**src/rtl/ysyx_23060042_lsu_pkg.sv**
```systemverilog
// ============================================================================
// Module : ysyx_23060042_lsu_pkg
// Brief  : Shared types and alignment check for the load/store unit.
// Rev    : 1.0 - initial release
// ============================================================================
`default_nettype none

package ysyx_23060042_lsu_pkg;

   typedef enum logic [1:0] {
      SZ_B = 2'd0,
      SZ_H = 2'd1,
      SZ_W = 2'd2
   } lsu_size_t;

   typedef enum logic [1:0] {
      IDLE = 2'd0,
      REQ  = 2'd1,
      WAIT = 2'd2,
      RESP = 2'd3
   } lsu_state_t;

   // Size code 3 has no encoding and is reported the same way as misalignment.
   function automatic logic lsu_misaligned(input logic [1:0] size, input logic [1:0] off);
      return (size == 2'd3) ||
             ((size == SZ_H) && off[0]) ||
             ((size == SZ_W) && (off != 2'd0));
   endfunction

endpackage

`default_nettype wire

```
**src/rtl/ysyx_23060042_lsu_align.sv**
```systemverilog
// ============================================================================
// Module : ysyx_23060042_lsu_align
// Brief  : Byte-lane steering for stores and extraction/extension for loads.
// Rev    : 1.0 - initial release
// ============================================================================
`default_nettype none

module ysyx_23060042_lsu_align
   import ysyx_23060042_lsu_pkg::*;
(
   input  logic [1:0]  i_size,
   input  logic        i_unsigned,
   input  logic [1:0]  i_offset,
   input  logic [31:0] i_rdata,
   input  logic [31:0] i_wdata,
   output logic [3:0]  o_wmask,
   output logic [31:0] o_wdata,
   output logic [31:0] o_rdata,
   output logic        o_misalign
);

   logic [31:0] w_shifted;

   always_comb begin
      w_shifted  = i_rdata >> {i_offset, 3'b000};
      o_wmask    = 4'hF;
      o_wdata    = i_wdata;
      o_rdata    = i_rdata;
      o_misalign = lsu_misaligned(i_size, i_offset);
      case (i_size)
         SZ_B: begin
            o_wmask = 4'b0001 << i_offset;
            o_wdata = {4{i_wdata[7:0]}};
            o_rdata = i_unsigned ? {24'h0, w_shifted[7:0]}
                                 : {{24{w_shifted[7]}}, w_shifted[7:0]};
         end
         SZ_H: begin
            o_wmask = 4'b0011 << i_offset;
            o_wdata = {2{i_wdata[15:0]}};
            o_rdata = i_unsigned ? {16'h0, w_shifted[15:0]}
                                 : {{16{w_shifted[15]}}, w_shifted[15:0]};
         end
         default: ;
      endcase
   end

endmodule

`default_nettype wire

```
**src/rtl/ysyx_23060042_lsu.sv**
```systemverilog
// ============================================================================
// Module : ysyx_23060042_lsu
// Brief  : Multi-cycle load/store unit; optional WAIT timeout via LSU_TIMEOUT_EN.
// Rev    : 1.0 - initial release
// ============================================================================
`default_nettype none

module ysyx_23060042_lsu
   import ysyx_23060042_lsu_pkg::*;
#(
   parameter int ADDR_W         = 32,
   parameter int TIMEOUT_CYCLES = 255
) (
   input  logic              clk,
   input  logic              rst,
   input  logic              req_valid,
   output logic              req_ready,
   input  logic              req_wen,
   input  logic [1:0]        req_size,
   input  logic              req_unsigned,
   input  logic [ADDR_W-1:0] req_addr,
   input  logic [31:0]       req_wdata,
   output logic              resp_valid,
   input  logic              resp_ready,
   output logic [31:0]       resp_rdata,
   output logic              resp_err,
   output logic              mem_req_valid,
   input  logic              mem_req_ready,
   output logic              mem_req_wen,
   output logic [ADDR_W-1:0] mem_req_addr,
   output logic [31:0]       mem_req_wdata,
   output logic [3:0]        mem_req_wmask,
   input  logic              mem_resp_valid,
   input  logic [31:0]       mem_resp_rdata
);

   lsu_state_t        r_state, w_next;
   logic              r_wen, r_unsigned, r_err;
   logic [1:0]        r_size;
   logic [ADDR_W-1:0] r_addr;
   logic [31:0]       r_wdata, r_rdata;
   logic [3:0]        w_wmask;
   logic [31:0]       w_wdata, w_ld_data;
   logic              w_lat_misalign, w_req_misalign;

   assign w_req_misalign = lsu_misaligned(req_size, req_addr[1:0]);

`ifdef LSU_TIMEOUT_EN
   localparam int CNT_W = (TIMEOUT_CYCLES < 256) ? 8 : $clog2(TIMEOUT_CYCLES + 1);
   logic [CNT_W-1:0] r_wcnt;
   logic             w_timeout;

   assign w_timeout = (r_wcnt == CNT_W'(TIMEOUT_CYCLES - 1));

   // Cleared while in REQ so the count starts at zero on WAIT entry.
   always_ff @(posedge clk) begin
      if (rst)                 r_wcnt <= '0;
      else if (r_state == REQ) r_wcnt <= '0;
      else if (r_state == WAIT) r_wcnt <= r_wcnt + 1'b1;
   end
`else
   logic [31:0] w_unused_timeout;
   assign w_unused_timeout = 32'(TIMEOUT_CYCLES);
`endif

   ysyx_23060042_lsu_align u_align (
      .i_size     (r_size),
      .i_unsigned (r_unsigned),
      .i_offset   (r_addr[1:0]),
      .i_rdata    (mem_resp_rdata),
      .i_wdata    (r_wdata),
      .o_wmask    (w_wmask),
      .o_wdata    (w_wdata),
      .o_rdata    (w_ld_data),
      .o_misalign (w_lat_misalign)
   );

   always_ff @(posedge clk) begin
      if (rst) r_state <= IDLE;
      else     r_state <= w_next;
   end

   always_comb begin
      w_next        = r_state;
      req_ready     = 1'b0;
      resp_valid    = 1'b0;
      mem_req_valid = 1'b0;
      case (r_state)
         IDLE: begin
            req_ready = !rst;
            if (req_valid) w_next = w_req_misalign ? RESP : REQ;
         end
         REQ: begin
            mem_req_valid = 1'b1;
            if (mem_req_ready) w_next = WAIT;
         end
         WAIT: begin
            if (mem_resp_valid) w_next = RESP;
`ifdef LSU_TIMEOUT_EN
            else if (w_timeout) w_next = RESP;
`endif
         end
         RESP: begin
            resp_valid = 1'b1;
            if (resp_ready) w_next = IDLE;
         end
         default: w_next = IDLE;
      endcase
   end

   always_ff @(posedge clk) begin
      if (rst) begin
         r_wen      <= 1'b0;
         r_size     <= 2'd0;
         r_unsigned <= 1'b0;
         r_addr     <= '0;
         r_wdata    <= 32'h0;
         r_rdata    <= 32'h0;
         r_err      <= 1'b0;
      end else begin
         case (r_state)
            IDLE: if (req_valid) begin
               r_wen      <= req_wen;
               r_size     <= req_size;
               r_unsigned <= req_unsigned;
               r_addr     <= req_addr;
               r_wdata    <= req_wdata;
               r_err      <= w_req_misalign;
               r_rdata    <= 32'h0;
            end
            WAIT: begin
               if (mem_resp_valid) r_rdata <= r_wen ? 32'h0 : w_ld_data;
`ifdef LSU_TIMEOUT_EN
               else if (w_timeout) begin
                  r_err   <= 1'b1;
                  r_rdata <= 32'h0;
               end
`endif
            end
            RESP: if (resp_ready) begin
               r_err   <= 1'b0;
               r_rdata <= 32'h0;
            end
            default: ;
         endcase
      end
   end

   // A rejected access never exposes a byte mask.
   assign mem_req_wen   = r_wen;
   assign mem_req_addr  = {r_addr[ADDR_W-1:2], 2'b00};
   assign mem_req_wdata = w_wdata;
   assign mem_req_wmask = (r_wen && !w_lat_misalign) ? w_wmask : 4'h0;
   assign resp_rdata    = r_rdata;
   assign resp_err      = r_err;

endmodule

`default_nettype wire
```
**config.mk**
```make
export PLATFORM = sky130hd
export DESIGN_NAME = ysyx_23060042_lsu
export DESIGN_NICKNAME = d
export VERILOG_FILES = /design/src/rtl/ysyx_23060042_lsu_pkg.sv /design/src/rtl/ysyx_23060042_lsu_align.sv /design/src/rtl/ysyx_23060042_lsu.sv
export SDC_FILE = /design/constraint.sdc
export NUM_CORES = 1
export LEC_CHECK = 0
export CORE_MARGIN = 3
export CORE_UTILIZATION = 39
export DETAILED_ROUTE_END_ITERATION = 8
export PLACE_DENSITY = 0.77
export SYNTH_ARGS = -nofsm -noshare
export SYNTH_HDL_FRONTEND = slang
export SYNTH_SLANG_ARGS = --single-unit
export TNS_END_PERCENT = 1
```
**constraint.sdc**
```tcl
create_clock -name clk -period 1.7 [get_ports clk]
set_input_delay 0.425 -clock clk [delete_from_list [all_inputs] [get_ports clk]]
set_output_delay 0.425 -clock clk [all_outputs]
set_load 0.05 [all_outputs]
```
==> impl_metrics.csv, run 1 <==
group,metric,value,unit
outcome,status,"finished, violations left",
outcome,failed_checks,"setup timing",
pwr,ir_worst_vdd,0.659,mV
placed_design,place.gp.congestion,0.889,
route,ant_nets,0,
synthesis,synth-edff-count,0,
layout,drive_gt1_share,29.6,%
layout,multi_input_area,0.00273,mm^2
pwr,power_density,1270,mW/mm^2
critical_path,cp_slowest_cell,"dfxtp_4",
synthesis,ys_ff_latch,103,
critical_path,cp_cell_sequence,"nor2_4 > buf_12 > mux2_4 > buf_12",
pwr,p_int,6.13,mW
synthesis,ys_seq_area_share,41.2,%
route,vias,5212,
pwr,p_switching,4.38,mW
clock_network,hold_buffers,0,
clock_network,cts.clk_slew.worst_paths,0.07,ns
critical_path,startpoint_type,"register",
run,cap_violations,0,
pwr,p_leak,3.39,nW
clock_network,cts_tree,"done",
pwr,p_clk_share,18.5,%
layout,final_nets,948,
route,wl_per_cell,16.4,um
global_routing,grt_start_max_net_pins,47,
route,drt-total-wl,16500,um
critical_path,crit_type,"reg -> out",
critical_path,cp-end-kind,"output pin",
die,core_area,0.0123,mm^2
pwr,seqPwrFrac,29.4,%
clock_network,cts_root_buf,"clkbuf_16",
placed_design,preCtsSetupSlack,-0.471,ns
timing,skew,0.00649,ns
timing,fin_crit_sh,114,%
die,initial_core_util,40.9,%
route,drt_pass1_iterations,5,
route,vias_per_cell,5.17,
pwr,combPwrFrac,52.1,%
synthesis,synth_flop_cell,"dfxtp_1",
critical_path,cp.arrival,1.52,ns
worst_hold_path,hp-class,"reg -> reg",
route,drc_errors,0,
pwr,switching_share,41.7,%
critical_path,cp_max_fo,8,
layout,fillers,984,
die,ios,211,
global_routing,antenna_found_initial,0,
timing,report.final.slew_viol_count,0,
synthesis,syn_area,0.00501,mm^2
layout,seqCellArea,0.00208,mm^2
clock_network,cts-buffers-inserted,9,
timing,rsz0062_at_grt,"true",
timing,hold_viol,0,
global_routing,grt_pass1_wl,26100,um
timing,setup_ws,-0.243,ns
timing,finalSetupViolations,29,
critical_path,max_stage_delay,0.39,ns
global_routing,grt.total_usage,22.6,%
synthesis,async_reset_ff_share,0,%
critical_path,crit_top_cell,"buf_12",
layout,antenna_cells,0,
placed_design,portBuffers,208,
layout,syn_to_final_growth,65.4,%
die,die_area,0.0142,mm^2
global_routing,grt_pass1_vias,5226,
die,die_w,119,um
synthesis,avgSynthCellArea,7.76,um^2
synthesis,yosysUniqueCellTypes,42,
route,drt_iter0_drc,428,
timing,finalCriticalPeriod,1.94,ns
clock_network,cts_max_path_buffers,2,
critical_path,worst_ep_required_time,1.27,ns
placed_design,dp_hpwl,12300,um
timing,finalSetupTns,-5.97,ns
die,fp.dieH,119,um
synthesis,synth_cells,646,
clock_network,cts_sinks,103,
global_routing,grt_overflow,0,
timing,maxClockFrequency,515,MHz
synthesis,ys_warn_count,0,
clock_network,h-tree-depth,3,
clock_network,insertion_delay,0.35,ns
die,rows,40,
-- cells in the mapped netlist, types with 4 or more instances --
cell | n | area (um^2)
a211oi_1 | 10 | 75.1
buf_1 | 5 | 18.8
nand4b_1 | 8 | 70.1
a32oi_1 | 16 | 140
ha_1 | 6 | 75.1
clkbuf_1 | 39 | 146
buf_4 | 41 | 308
dfxtp_1 | 103 | 2060
a21oi_1 | 80 | 400
nand2b_1 | 5 | 31.3
o21ai_0 | 51 | 255
mux2i_1 | 16 | 160
nor2_1 | 21 | 78.8
mux2_2 | 16 | 180
nand2_1 | 189 | 709
buf_2 | 4 | 20.0
inv_1 | 7 | 26.3
-- power by group through the flow --
stage                     clock [mW]  combinational (mW)  sequential (mW)
after global routing            2.09                5.80             3.13
after floorplan                    0                3.06             3.20
final                           1.95                5.47             3.09
after global placement             0                5.08             3.07
after detailed placement           0                5.18             3.09
after CTS                       1.99                5.43             3.07
-- worst max-delay path, delay by kind of cell, from the launching register on --
| family | cells | cell delay, ns |
|---|---|---|
| AND/OR/NAND/NOR | 1 | 0.13 |
| buffers and inverters | 2 | 0.31 |
| flip-flops | 1 | 0.39 |
| multiplexers | 1 | 0.33 |
-- sequential cells by signal, indices dropped and copies added (netlist names) --
name,flops
r_addr,32
r_wdata,32
resp_rdata,32
r_size,2
r_state,2
mem_req_wen,1
r_unsigned,1
resp_err,1
-- metrics by stage --
stage	hold WS [ns]	total power, mW	util (%)	area, um^2	cells
2_1_floorplan	0.433	6.26	-	5200	647
3_3_place_gp	0.440	8.15	62.8	7700	989
3_5_place_dp	0.447	8.27	62.8	7700	989
4_1_cts	0.458	10.5	66.9	8210	1009
5_1_grt	0.474	11.0	67.6	8290	1009
6_report	0.449	10.5	67.6	8290	1009
-- layer usage --
metal  global-route usage [%]  up-vias  part of all wire, %
li1                         -     2522                    -
met1                     26.0     2425                   40
met2                     38.4      218                   49
met3                     6.32       47                  7.4
met4                     11.0        0                  3.7
met5                        0        -                    0
-- path summary, 6_finish.rpt --
path / startpoint / end / slack (ns) / cells past startpoint
hold / removal: resp_rdata[2] / resp_rdata[2] / 0.45 / 2
setup reg to reg: r_addr[1] / resp_rdata[12] / 0.08 / 6
hold reg to reg: resp_rdata[2] / resp_rdata[2] / 0.45 / 2
setup / recovery: r_size[1] / mem_req_wdata[9] / -0.24 / 4
-- cell usage in the layout (no fill, tap or decap), drive strengths merged, types with 16 or more instances in the layout --
cell type      count
a21oi             80
mux2i             16
a32oi             16
buf              164
clkdlybuf4s50     99
nand2            189
dfxtp            103
mux2              16
o21ai             51
nor2              21
-- repair_timing --
| item | 4_1_cts | 5_1_grt |
|---|---|---|
| setup endpoints to repair | 53 | 62 |
| pin swaps | 7 | 4 |
| gates resized for setup | 54 | 26 |
| cloned | 1 | 0 |
| buffers inserted | 3 | 0 |
-- kinds of logic (layout without fill, tap and decap cells) --
| logic type | Yosys count | in the layout | synth area share, % |
|---|---|---|---|
| xor gates and xnor gates | 1 | 1 | 0.175 |
| muxes | 33 | 33 | 7.24 |
| AOI/OAI and AO/OA | 169 | 169 | 19.7 |
| DFF | 103 | 103 | 41.2 |
| adders and majority gates | 6 | 6 | 1.50 |
| and+or+nand+nor | 234 | 234 | 19.2 |
| other | 1 | 2 | 0.0749 |
| buffers and inverters | 99 | 293 | 10.9 |
-- layout make-up --
| type | instances | area share (%) |
|---|---|---|
| clock buffers | 9 | 2.72 |
| multi-input cells | 445 | 32.9 |
| flip-flops and latches | 103 | 25.1 |
| well taps | 168 | 2.54 |
| clock inverters | 7 | 0.559 |
| inverters | 8 | 0.423 |
| repair buffers | 269 | 35.8 |
(Power assumes the default switching activity.)
==> inputs of run 2 (changes only) <==
==> constraint.sdc (replaced) <==
create_clock -name clk -period 1.7 [get_ports clk]
set_input_delay 0.425 -clock clk [delete_from_list [all_inputs] [get_ports clk]]
set_output_delay 0.425 -clock clk [all_outputs]
set_load 0.1 [all_outputs]
==> run 2 against run 1 <==
Compared with the run above:
- the run still ends with setup timing left
- worst setup slack worse by 0.057 ns
- via count up 1.5%
- clock skew down 0.0017 ns
- cell count down 0.79%
- utilization up 6.1 points
- combinational power up 35%
- global-route usage up 1.6 points
- register-to-register slack worse by 0.07 ns
==> impl_metrics.csv, run 2 (synthesized netlist as in run 1, its figures left out) <==
group,metric,value,unit
critical_path,r2r-start,"r_addr[1]",
pwr,seqPwrFrac,24.9,%
clock_network,cts.clk_slew.worst_paths,0.07,ns
layout,seqCellArea,0.00208,mm^2
outcome,status,"finished, violations left",
critical_path,r2r_slack,0.01,ns
layout,syn_to_final_growth,80.4,%
run,cap_violations,0,
timing,finalSetupViolations,29,
placed_design,place.gp.congestion,0.924,
die,initial_core_util,40.9,%
timing,report.final.slew_viol_count,0,
timing,fin_crit_sh,118,%
critical_path,cp.arrival,1.57,ns
timing,skew,0.00477,ns
route,wl_per_cell,17.5,um
clock_network,cts_max_path_buffers,2,
worst_hold_path,min_to,"r_wdata[22]",
clock_network,hold_buffers,0,
timing,finalCriticalPeriod,2.00,ns
critical_path,cp_max_fo,6,
critical_path,cp_cell_sequence,"nor2_4 > buf_6 > mux2_4 > buf_12",
route,ant_nets,0,
route,drt-total-wl,17500,um
clock_network,cts_root_buf,"clkbuf_16",
pwr,power_density,1410,mW/mm^2
critical_path,startpoint_type,"register",
pwr,ir_worst_vdd,1.26,mV
timing,rsz0062_at_grt,"true",
route,drt_pass1_iterations,7,
worst_hold_path,holdPathStages,2,
critical_path,worstRegToRegCells,5,
critical_path,cp_slowest_cell,"dfxtp_4",
clock_network,h-tree-depth,3,
pwr,p_leak,3.50,nW
pwr,combPwrFrac,57.9,%
global_routing,antenna_found_initial,1,
global_routing,grt_overflow,0,
critical_path,crit_type,"reg -> out",
pwr,p_switching,5.91,mW
critical_path,cp-end-kind,"output pin",
global_routing,grt_pass1_vias,5402,
die,core_area,0.0123,mm^2
route,drt_iter0_drc,460,
global_routing,grt_pass1_wl,27700,um
layout,drive_gt1_share,29.0,%
clock_network,cts-buffers-inserted,9,
pwr,switching_share,46.3,%
worst_hold_path,hp-class,"reg -> reg",
global_routing,grt.total_usage,24.2,%
critical_path,reg2reg_to,"resp_rdata[9]",
pwr,p_int,6.86,mW
die,rows,40,
layout,multi_input_area,0.00275,mm^2
route,drc_errors,0,
timing,setup_ws,-0.300,ns
clock_network,cts_tree,"done",
layout,layout_commonest_cell,"nand2_1",
placed_design,portBuffers,208,
die,ios,211,
outcome,failed_checks,"setup timing",
clock_network,cts_sinks,103,
global_routing,grt_start_max_net_pins,40,
pwr,p_clk_share,17.2,%
die,die_area,0.0142,mm^2
pwr,total_power,12.8,mW
timing,maxClockFrequency,500,MHz
layout,fillers,835,
die,fp.dieH,119,um
die,die_w,119,um
worst_hold_path,hp-start,"r_wdata[22]",
timing,hold_viol,0,
route,vias,5288,
critical_path,worst_ep_required_time,1.27,ns
layout,final_nets,939,
layout,layout_common_cells,"186 x nand2_1, 111 x buf_12, 99 x clkdlybuf4s50_1",
placed_design,preCtsSetupSlack,-0.590,ns
route,vias_per_cell,5.28,
placed_design,dp_hpwl,13000,um
clock_network,insertion_delay,0.35,ns
critical_path,max_stage_delay,0.39,ns
[run 2: cell types whose count changed in the layout (fill, tap and decap cells not counted), sizes merged]
| cell | delta |
|---|---|
| buf | -8 |
| dlygate4sd2 | +4 |
| dlymetal6s2s | -4 |
| clkinv | -3 |
| bufinv | +2 |
| clkinvlp | +2 |
| inv | -2 |
| bufbuf | -1 |
| clkbuf | +1 |
| diode | +1 |
[run 2: stage by stage]
stage | cell area (um^2) | TNS, ns | std cells | utilization (%) | hold WS, ns
global placement | 8450 | -13.82 | 982 | 68.9 | 0.439
CTS | 8910 | -7.16 | 999 | 72.7 | 0.458
finish | 9040 | -7.06 | 1001 | 73.7 | 0.459
global route | 9040 | -9.08 | 1001 | 73.7 | 0.479
detailed placement | 8450 | -17.56 | 982 | 68.9 | 0.448
floorplan | 5200 | -16.46 | 647 | - | 0.433
[run 2: critical path: cells and delay by family, from the launching register on]
family	cells	cell delay, ns
mux	1	0.33
buf+inv	2	0.33
simple gates	1	0.17
flops	1	0.39
[run 2: worst max-delay path by stage]
| stage | from | end | cells after the start |
|---|---|---|---|
| after global routing | r_size[1] | mem_req_wmask[2] | 5 |
| after detailed placement | mem_resp_rdata[23] | resp_rdata[11] | 6 |
| after floorplan | r_size[1] | mem_req_wmask[2] | 6 |
| after CTS | r_size[1] | mem_req_wdata[13] | 4 |
| final | r_size[1] | mem_req_wdata[13] | 4 |
| after global placement | mem_resp_rdata[23] | resp_rdata[8] | 6 |
[run 2: area by class of cell]
type                    count  area share (%)
well taps                 168            2.33
clock inverters             6           0.941
multi-input cells         445            30.4
inverters                   8           0.443
clock buffers              10            2.53
flip-flops and latches    103            23.0
repair buffers            260            40.3
diodes                      1          0.0277
[run 2: timing repair]
| action | 4_1_cts | 5_1_grt |
|---|---|---|
| pin swaps | 4 | 4 |
| buffers inserted | 1 | 1 |
| endpoints found under the setup margin | 55 | 60 |
| resized for setup | 48 | 25 |
[run 2: power groups by stage]
stage | sequential, mW | clock, mW | combinational, mW
final | 3.18 | 2.20 | 7.39
after global routing | 3.23 | 2.31 | 7.73
after CTS | 3.15 | 2.23 | 7.26
after detailed placement | 3.17 | 0 | 7.04
after global placement | 3.14 | 0 | 6.90
after floorplan | 3.43 | 0 | 4.20
[run 2: layer usage]
| layer | GRT usage, % | share of wire [%] |
|---|---|---|
| met2 | 43.9 | 53 |
| met4 | 8.88 | 2.5 |
| met5 | 0 | 0 |
| met1 | 26.4 | 36 |
| met3 | 7.41 | 8.1 |
==> inputs of run 3 (changes only) <==
--- a/config.mk
+++ b/config.mk
@@ -8,7 +8,7 @@
 export CORE_MARGIN = 3
 export CORE_UTILIZATION = 39
 export DETAILED_ROUTE_END_ITERATION = 8
-export PLACE_DENSITY = 0.77
+export PLACE_DENSITY = 0.89
 export SYNTH_ARGS = -nofsm -noshare
 export SYNTH_HDL_FRONTEND = slang
 export SYNTH_SLANG_ARGS = --single-unit
==> constraint.sdc (replaced) <==
create_clock -name clk -period 1.65 [get_ports clk]
set_input_delay 0.4125 -clock clk [delete_from_list [all_inputs] [get_ports clk]]
set_output_delay 0.4125 -clock clk [all_outputs]
set_load 0.1 [all_outputs]
==> run 3 against run 2 <==
Compared with the run above:
- the run still ends with setup timing left
- register-to-register slack got worse by 0.04 ns
- utilization rose by 0.96 points
- die area did not move
- cell area rose by 1.3%
- clock power rose by 6%
- wire length rose by 4.0%
- worst hold slack improved by 0.0042 ns
- sequential share of layout area fell by 0.28 points
- cell count fell by 0.20%
- via count rose by 0.32%
- worst setup slack got worse by 0.027 ns
- critical endpoint is now mem_req_wdata[15]
- largest cell class unchanged
- largest power group unchanged
==> impl_metrics.csv, run 3 (synthesized netlist as in run 1, its figures left out) <==
group,metric,value,unit
critical_path,cp-end-kind,"output pin",
global_routing,grt_pass1_wl,28000,um
critical_path,cp-startpoint,"r_size[1]",
outcome,failed_checks,"setup timing",
route,drc_errors,0,
critical_path,crit_type,"reg -> out",
layout,multi_input_area,0.00281,mm^2
worst_hold_path,hp-class,"reg -> reg",
critical_path,r2r-start,"r_size[0]",
placed_design,dp.cells,983,
global_routing,grt_pass1_vias,5369,
global_routing,grt_overflow,0,
layout,seqCellArea,0.00208,mm^2
clock_network,cts_max_path_buffers,2,
die,die_w,119,um
timing,setup_ws,-0.327,ns
route,drt_iter0_drc,614,
die,fp.dieH,119,um
critical_path,startpoint_type,"register",
die,rows,40,
layout,utilization,74.7,%
die,ios,211,
clock_network,cts.clk_slew.worst_paths,0.07,ns
timing,rsz0062_at_grt,"true",
route,drt_pass1_iterations,5,
die,core_area,0.0123,mm^2
layout,final_nets,939,
layout,drive_gt1_share,30.1,%
global_routing,antenna_found_initial,1,
pwr,power_density,1450,mW/mm^2
critical_path,r2r_slack,-0.03,ns
critical_path,worst_ep_required_time,1.24,ns
pwr,p_leak,3.54,nW
critical_path,max_stage_delay,0.38,ns
critical_path,critPathCapture,"mem_req_wdata[15]",
layout,syn_to_final_growth,82.8,%
critical_path,cp_cell_sequence,"nor2_4 > buf_12 > mux2_4 > buf_12",
die,die_area,0.0142,mm^2
layout,layout_commonest_cell,"nand2_1",
global_routing,grt.total_usage,24.6,%
critical_path,worstRegToRegCells,8,
critical_path,cp.arrival,1.56,ns
die,initial_core_util,40.9,%
layout,fillers,729,
placed_design,dp_hpwl,13200,um
critical_path,cp_max_fo,8,
run,cap_violations,0,
timing,finalSetupViolations,31,
timing,finalSetupTns,-7.58,ns
clock_network,cts_root_buf,"clkbuf_16",
route,vias,5305,
route,wl_per_cell,18.3,um
clock_network,cts_tree,"done",
critical_path,cp_slowest_cell,"dfxtp_4",
critical_path,reg2reg_to,"resp_rdata[11]",
clock_network,hold_buffers,0,
timing,hold_viol,0,
outcome,status,"finished, violations left",
pwr,total_power,13.3,mW
timing,finalCriticalPeriod,1.98,ns
timing,fin_crit_sh,120,%
timing,report.final.slew_viol_count,0,
route,ant_nets,0,
route,vias_per_cell,5.31,
layout,layout_common_cells,"186 x nand2_1, 117 x buf_12, 99 x clkdlybuf4s50_1",
clock_network,insertion_delay,0.35,ns
placed_design,preCtsSetupSlack,-0.602,ns
timing,maxClockFrequency,506,MHz
route,drt-total-wl,18200,um
critical_path,crit_top_cell,"buf_12",
placed_design,portBuffers,208,
timing,skew,0.00479,ns
clock_network,h-tree-depth,3,
clock_network,cts_sinks,103,
layout,fin_cells,999,
global_routing,grt_start_max_net_pins,38,
placed_design,place.gp.congestion,0.864,
pwr,ir_worst_vdd,1.16,mV
clock_network,cts-buffers-inserted,9,
-- run 3: changes by cell type in the layout (fill, tap and decap cells not counted), sizes merged --
cell / before / now
clkbuf: 10 / 11
dlygate4sd2: 4 / 5
dlymetal6s2s: 1 / 0
clkinvlp: 2 / 1
clkinv: 3 / 1
-- run 3: worst min path at each step --
| stage | slack [ns] | to | start | cells past startpoint |
|---|---|---|---|---|
| floorplan | 0.43 | r_wdata[16] | r_wdata[16] | 2 |
| global placement | 0.44 | r_wdata[22] | r_wdata[22] | 2 |
| detailed placement | 0.45 | r_wdata[23] | r_wdata[23] | 2 |
| CTS | 0.46 | r_wdata[17] | r_wdata[17] | 2 |
| global route | 0.48 | r_wdata[30] | r_wdata[30] | 2 |
| finish | 0.46 | r_wdata[25] | r_wdata[25] | 2 |
-- run 3: what timing repair did --
| item | in CTS | in global routing |
|---|---|---|
| hold endpoints to repair | 0 | 0 |
| resized for setup | 47 | 41 |
| gates cloned | 0 | 0 |
| setup endpoints to repair | 54 | 64 |
| pin swaps | 9 | 1 |
| buffers inserted | 1 | 0 |
-- run 3: metrics by stage --
step	cell area (um^2)	hold slack, ns
global placement	8520	0.438
finish	9160	0.463
floorplan	5200	0.433
CTS	8990	0.464
global route	9160	0.482
detailed placement	8520	0.451
-- run 3: layout make-up --
class / count / area share, %
flip-flops and latches: 103 / 22.7
clock inverters: 3 / 0.738
well taps: 168 / 2.30
multi-input cells: 445 / 30.7
inverters: 8 / 0.383
repair buffers: 260 / 40.4
clock buffers: 11 / 2.76
diodes: 1 / 0.0273
-- run 3: critical path: cells and delay by family (launching register included) --
family / cells / cell delay (ns)
buf+inv: 2 / 0.33
flops: 1 / 0.38
mux: 1 / 0.33
simple gates: 1 / 0.16
-- run 3: layer usage --
layer	vias to the layer above	part of all wire, %	GRT usage (%)
met5	-	0	0
met4	0	3.7	9.74
met3	60	8.1	8.26
met2	234	52	43.6
met1	2501	36	26.9
li1	2510	-	-
-- run 3: power breakdown --
part	switching, mW	leakage (nW)	internal [mW]	total (mW)
sequential	0.425	0.843	2.86	3.29
clock	0.946	0.154	1.40	2.34
combinational	4.74	2.54	2.95	7.69
total	6.11	3.54	7.21	13.3
